[src/rtl/aes_round_sequencer.sv]
// Iterative AES round controller: one block per NR+1 cycles, result pushed NR edges after accept.
// Input accepted only when a FIFO slot is free (no overflow); output drains by valid/ready.
module aes_round_sequencer #(
   parameter int DATA_W    = 128,
   parameter int NR        = 10,
   parameter int ADDR_W    = 4,
   parameter int OUT_DEPTH = 2,
   localparam int CNT_W    = $clog2(OUT_DEPTH + 1)
) (
   input  logic              clk,
   input  logic              n_rst,
   input  logic              clear,
   input  logic              in_valid,
   output logic              in_ready,
   input  logic [DATA_W-1:0] in_data,
   input  logic              in_mode,
   output logic [ADDR_W-1:0] round_key_addr,
   input  logic [DATA_W-1:0] round_key_input,
   output logic [DATA_W-1:0] rf_state,
   output logic [DATA_W-1:0] rf_key,
   output logic              rf_mode,
   output logic              rf_last,
   input  logic [DATA_W-1:0] rf_result,
   output logic              out_valid,
   input  logic              out_ready,
   output logic [DATA_W-1:0] out_data,
   output logic [CNT_W-1:0]  out_count,
   output logic              data_done,
   output logic              busy
);

   localparam int PTR_W = (OUT_DEPTH > 1) ? $clog2(OUT_DEPTH) : 1;
   localparam logic [ADDR_W-1:0] NR_A = ADDR_W'(NR);

   typedef enum logic {IDLE, ROUND} fsm_t;

   fsm_t              fsm_q, fsm_d;
   logic [ADDR_W-1:0] cnt_q, cnt_d;
   logic [DATA_W-1:0] blk_q, blk_d;
   logic              mode_q, mode_d;
   logic              done_q, done_d;
   logic [DATA_W-1:0] mem_q [OUT_DEPTH];
   logic [DATA_W-1:0] mem_d [OUT_DEPTH];
   logic [PTR_W-1:0]  wr_ptr_q, wr_ptr_d, rd_ptr_q, rd_ptr_d;
   logic [CNT_W-1:0]  count_q, count_d;
   logic              push, pop;

   function automatic logic [PTR_W-1:0] ptr_inc(input logic [PTR_W-1:0] p);
      return (p == PTR_W'(OUT_DEPTH - 1)) ? '0 : p + 1'b1;
   endfunction

   always_comb begin
      fsm_d          = fsm_q;
      cnt_d          = cnt_q;
      blk_d          = blk_q;
      mode_d         = mode_q;
      done_d         = 1'b0;
      push           = 1'b0;
      in_ready       = 1'b0;
      round_key_addr = '0;
      rf_last        = 1'b0;
      busy           = 1'b0;
      case (fsm_q)
         IDLE: begin
            in_ready       = !clear && (count_q < CNT_W'(OUT_DEPTH));
            round_key_addr = in_mode ? NR_A : '0;
            if (in_valid && in_ready) begin
               blk_d  = in_data ^ round_key_input;
               mode_d = in_mode;
               cnt_d  = ADDR_W'(1);
               fsm_d  = ROUND;
            end
         end
         ROUND: begin
            busy           = 1'b1;
            round_key_addr = mode_q ? (NR_A - cnt_q) : cnt_q;
            rf_last        = (cnt_q == NR_A);
            if (cnt_q < NR_A) begin
               blk_d = rf_result;
               cnt_d = cnt_q + 1'b1;
            end else begin
               push   = 1'b1;
               done_d = 1'b1;
               cnt_d  = '0;
               fsm_d  = IDLE;
            end
         end
         default: fsm_d = IDLE;
      endcase
      // Flush wins over everything except reset, including a push on the same edge.
      if (clear) begin
         fsm_d  = IDLE;
         cnt_d  = '0;
         done_d = 1'b0;
         push   = 1'b0;
      end
   end

   assign pop = (count_q != '0) && out_ready;

   always_comb begin
      mem_d    = mem_q;
      wr_ptr_d = wr_ptr_q;
      rd_ptr_d = rd_ptr_q;
      count_d  = count_q;
      if (clear) begin
         wr_ptr_d = '0;
         rd_ptr_d = '0;
         count_d  = '0;
      end else begin
         if (push) begin
            mem_d[wr_ptr_q] = rf_result;
            wr_ptr_d        = ptr_inc(wr_ptr_q);
         end
         if (pop) rd_ptr_d = ptr_inc(rd_ptr_q);
         count_d = count_q + CNT_W'(push) - CNT_W'(pop);
      end
   end

   always_ff @(posedge clk or negedge n_rst) begin
      if (!n_rst) begin
         fsm_q    <= IDLE;
         cnt_q    <= '0;
         blk_q    <= '0;
         mode_q   <= 1'b0;
         done_q   <= 1'b0;
         wr_ptr_q <= '0;
         rd_ptr_q <= '0;
         count_q  <= '0;
         for (int i = 0; i < OUT_DEPTH; i++) mem_q[i] <= '0;
      end else begin
         fsm_q    <= fsm_d;
         cnt_q    <= cnt_d;
         blk_q    <= blk_d;
         mode_q   <= mode_d;
         done_q   <= done_d;
         wr_ptr_q <= wr_ptr_d;
         rd_ptr_q <= rd_ptr_d;
         count_q  <= count_d;
         mem_q    <= mem_d;
      end
   end

   assign rf_state  = blk_q;
   assign rf_key    = round_key_input;
   assign rf_mode   = mode_q;
   assign out_valid = (count_q != '0);
   assign out_data  = mem_q[rd_ptr_q];
   assign out_count = count_q;
   assign data_done = done_q;

endmodule

[config.mk]
export PLATFORM = sky130hd
export DESIGN_NAME = aes_round_sequencer
export DESIGN_NICKNAME = d
export VERILOG_FILES = /design/src/rtl/aes_round_sequencer.sv
export SDC_FILE = /design/constraint.sdc
export NUM_CORES = 1
export LEC_CHECK = 0
export BUFFER_PORTS_ARGS = -buffer_cell sky130_fd_sc_hd__buf_4
export CAP_MARGIN = 10
export CORE_AREA = 2 2 307 309
export CTS_CLUSTER_SIZE = 16
export DETAILED_ROUTE_END_ITERATION = 8
export DIE_AREA = 0 0 309 311
export PLACE_DENSITY = 0.44
export SYNTH_ARGS = -nofsm -noshare
export SYNTH_HDL_FRONTEND = slang
export SYNTH_SLANG_ARGS = --single-unit
[constraint.sdc]
create_clock -name clk -period 3.52 [get_ports clk]
set_input_delay 0.352 -clock clk [delete_from_list [all_inputs] [get_ports clk]]
set_output_delay 0.352 -clock clk [all_outputs]
set_load 0.01 [all_outputs]
# Yosys cells after proc, flatten, opt, wreduce, memory -nomap -nowiden
# Cells that the tools add are included.
# totals
output_inout_bits	396
ram_bits	0
latch_bits	0
rom_bits	0
elab_cells	74
reg_bits	395
mem_count	0
# classes
reduce_logical	11
shifts	0
n_mux	33
n_eq_ne	4
addsub	6
div_mod_pow	0
mul	0
n_lt_le_gt_ge	5
n_bitwise	5
# ops
cell	count
$mux 128	6
$bwmux 256	1
$pmux 128 s2	1
$demux 128 s1	1
$xor 128x128->128	1
$mux 4	5
$pmux 4 s2	2
$mux 1	15
$reduce_and 2->1	3
$reduce_bool 2->1	3
$add 4x1->4 const B	1
$eq 4x4->1 const B	1
$ge 2x2->1 const B	2
$logic_and 1x1->1	4
$lt 4x4->1 const B	1
$not 1->2	2
$sub 4x4->4 const A	1
$ne 3x3->1 const B	1
$add 1x1->1 const B	2
$add 2x1->2	1
$lt 2x1->1 const B	1
$lt 2x2->1 const B	1
$mux 2	1
$ne 2x1->1 const B	1
5 further kinds	6

# Logic depth before layout (Yosys ltp)
# depth
depth_word	7
mapped_depth	9
ltp_nobuf	9

# Worst setup path after synthesis
# Ideal clock, no wire load.
# synth_path
path_type	register to register
start	register cnt_q[1]
end	register mem_q[135] in the netlist's numbering
setup_ps	125
arrival_ps	1798
path_slack_ps	1598
path_stages_with_launch	7
n_path_buf	2
cell_sequence	dfrtp_1 ha_1 o311ai_4 or3_4 buf_6 clkbuf_8 mux2_2
# synth_via
elab_chain_cells	5
# synth_rtl
item	line	rtl
start: declaration	38	logic [ADDR_W-1:0] cnt_q, cnt_d;
start signal: assignment	133	cnt_q <= cnt_d;
$lt 4x4->1	78	if (cnt_q < NR_A) begin
$mux 1	78	
$mux 1	63	case (fsm_q)
$mux 1	91	if (clear) begin
$reduce_and 2->1 (no line)	-	
end signal: assignment	140	mem_q <= mem_d;
end: declaration	42	logic [DATA_W-1:0] mem_q [OUT_DEPTH];
# Every way passes these cells.
# A chain may end at the register's enable or synchronous reset.

# Worst setup path after layout
# layout_path
start	register rd_ptr_q
end	output out_data[61]
# layout_via
elab_chain_cells	4
# layout_rtl
item	line	rtl
start: declaration	44	logic [PTR_W-1:0] wr_ptr_q, wr_ptr_d, rd_ptr_q, rd_ptr_d;
start signal: assignment	138	rd_ptr_q <= rd_ptr_d;
$not 1->2 (implied by the code)	148	assign out_data = mem_q[rd_ptr_q];
$mux 128 (implied by the code) (3 in a row)	148	
end: declaration	26	output logic [DATA_W-1:0] out_data,
# Every way passes these cells. The select of a mux whose other input is x is not followed.

==> results.md <==
* Clock Power Share at 36.5%
* Worst Path Arrival at 2270 ps
* Largest net degree at the start of global routing at 130
* Initial antenna violation count at 1
* Pre-antenna DRT Iters at 5
* R2R cell count at 5
* Avg WL per Cell at 18.9 um
* WP depth at 3
* Hold WC Path Type: input port to register
* Number of enable flip-flop cells after synthesis at 0
* Max Fclk at 0.382 GHz
* Worst EP required at 3170 ps
* Setup CP Type: register to primary output
* Seq/Total Area, Yosys at 52.0%
* Maximum vdd ir drop at 0.293 mV
* Net Sw Power at 4.38 mW
* Clk_lat worst skew at 570 ps
* Synth unique cells at 36
* Hold EP: mem_q[224]
* Die Y-Extent at 311 um
* Final min period at 2620 ps
* Initial DRC count at 610
* Hold Path Depth at 2
* Comb pwr share at 26.7%
* Max stage delay on crit path at 630 ps
* PD cells at 532 mW/mm^2
* Post-DRT Antenna Nets at 0
* Post-CTS setup buffer count at 0
* Critical Path End Type: primary output
* Seq pwr share at 36.8%
* Hold_sp: rf_result[96]
* CTS sink cnt at 395
* #FFs+latches synth at 395
* Status: finished clean
* RSZ-0062 raised after global routing: false
* RD Place Congestion at 0.796
* Pwr Total at 15.1 mW
* Largest fanout on the critical path at 62
* # placed instances at 3293
* Endpoints failing setup at 0
* First-pass GRT wire length at 97.3 mm
* GRT overflow at 0
* Worst Tran Pin Value at 811 ps
* Routed WL at 66.2 mm
* Reg-to-reg endpoint: rf_state[110]
* Ys Warns at 0
* Maxcap violations at 0
* Crit start category: register
* Final worst slack at 900 ps
* Die footprint at 0.0961 sq mm
* Setup TNS at 0 ps
* Syn avg cell area at 13.2 sq um
* Pins Over Slew Limit at 0
* CP max stage cell: dfrtp_4
* Post-CTS Resized at 0
* Core area at 0.0928 sq mm
* Layout cells sized above 1 at 57.7%
* Hold_buf cts at 115
* Buf/Inv on CP at 2
* # IOs at 786
* Die X at 309 um
* CTS root buf: clkbuf_16
* Syn nets at 1834
* Worst relative slew slack at 46.0%
* Non-Filler Instances at 3504
* Rows at 112
* Async set-reset flop share out of synthesis at 100%
* Sw frac at 29.1%
* GRT Util Overall at 13.1%
* Clock buffer depth at 3
* RR Startpoint: cnt_q[1]
* Layout area overhead at 49.0%
* Starting Density at 20.5%
* Total CTS buffers at 51
* DR vias/cell at 4.12
* H-Tree Depth at 2
* Synth Cell Area at 0.0190 sq mm
* Final Cycle Share at 74.4%
* Most frequent cells in the layout: 801 x buf_4, 394 x dfrtp_1, 384 x mux2_2, 135 x nor2_1, 131 x xnor2_1
* Internal power at 10.7 mW
* Worst Clk Skew at 8.72 ps
* PortBufs at 785
* R2R setup slack at 950 ps
* Cells after synthesis at 1440
* Top Family by Delay on Critical Path: flip-flops
* Final #Nets at 2601
* Commonest non-fill, non-tap cell in the layout: buf_4
* Leakage power at 13.6 nW
* Drt drc at 0
* Detailed placement HPWL at 47.3 mm
* TritonCTS clock tree: yes
* Hold Fails Final Rpt at 0
* Fill count at 9559
* Worst hold margin at 55.5 ps
* Vias in the first global route at 15600
* Vias at 14400
* Prevailing post-synth register cell: dfrtp_1
* Cell Chain, Critical Path: buf_12, mux2_2, buf_4
* Post-placement setup slack at 972 ps
* Worst-path clk slew at 60 ps
[synthesized netlist by cell type, types with 3 or more instances]
| cell type | instances | area share (%) |
|---|---|---|
| nor2_1 | 135 | 2.7 |
| a221o_1 | 128 | 6.7 |
| xor2_1 | 3 | 0.14 |
| buf_2 | 35 | 0.92 |
| and2_1 | 3 | 0.099 |
| buf_4 | 140 | 5.5 |
| inv_1 | 5 | 0.099 |
| o31ai_1 | 3 | 0.12 |
| ha_1 | 4 | 0.26 |
| dfrtp_1 | 395 | 52 |
| nand2_1 | 8 | 0.16 |
| mux2_2 | 384 | 23 |
| clkbuf_1 | 26 | 0.51 |
| clkbuf_8 | 6 | 0.43 |
| buf_6 | 8 | 0.47 |
| nand3_1 | 3 | 0.079 |
| xnor2_1 | 131 | 6.0 |
[power groups by stage]
stage / combinational, mW / clock, mW / sequential [mW]
2_1_floorplan: 1.62 / 0 / 5.73
3_3_place_gp: 3.98 / 0 / 5.61
3_5_place_dp: 4.01 / 0 / 5.60
4_1_cts: 4.13 / 5.75 / 5.54
5_1_grt: 4.32 / 5.93 / 5.61
6_report: 4.03 / 5.51 / 5.54
[layer usage]
metal / vias up / share of wire (%) / GRT usage [%]
met4: 0 / 2.2 / 3.36
met5: - / 0 / 0
met1: 7289 / 40 / 15.8
li1: 6575 / - / -
met3: 86 / 6.0 / 2.81
met2: 475 / 51 / 23.6
[sequential cells by signal, indices dropped and copies added (netlist names)]
| signal | cells |
|---|---|
| cnt_q | 4 |
| data_done | 1 |
| fsm_q | 1 |
| mem_q | 256 |
| out_count | 2 |
| rd_ptr_q | 1 |
| rf_mode | 1 |
| rf_state | 128 |
| wr_ptr_q | 1 |
[logic make-up after synthesis]
| kind of cell | Yosys count | synth area share [%] |
|---|---|---|
| adder cells (fa/ha/maj) | 4 | 0.263 |
| XOR/XNOR | 134 | 6.17 |
| multiplexers | 385 | 22.8 |
| flip-flops | 395 | 52.0 |
| AND/OR/NAND/NOR | 163 | 3.54 |
| AO/OA/AOI/OAI | 139 | 7.24 |
| buffers and inverters | 220 | 7.97 |
[final cells by class]
cell class | count | area [sq um] | share of cell area (%)
inverter | 5 | 18.8 | 0.0663
tap | 1254 | 1570 | 5.54
multi-input combinational | 825 | 7630 | 26.9
clock buffer | 69 | 1490 | 5.25
antenna | 1 | 2.50 | 0.00884
clock inverter | 26 | 305 | 1.08
timing repair buffer | 929 | 7420 | 26.2
sequential | 395 | 9890 | 34.9
[worst max path at each step]
stage | start | endpoint | slack [ps]
after floorplan | cnt_q[1] | mem_q[135] | 1600
after global placement | cnt_q[0] | mem_q[216] | 1060
after detailed placement | cnt_q[0] | mem_q[237] | 970
after CTS | rd_ptr_q | out_data[61] | 790
after global routing | rd_ptr_q | out_data[61] | 770
final | rd_ptr_q | out_data[61] | 900
[metrics by stage]
stage	area, sq um	util (%)
global placement	25400	27.4
finish	28300	30.5
CTS	28300	30.5
detailed placement	25400	27.4
global route	28300	30.5
floorplan	19000	-
(Power assumes the default switching activity.)
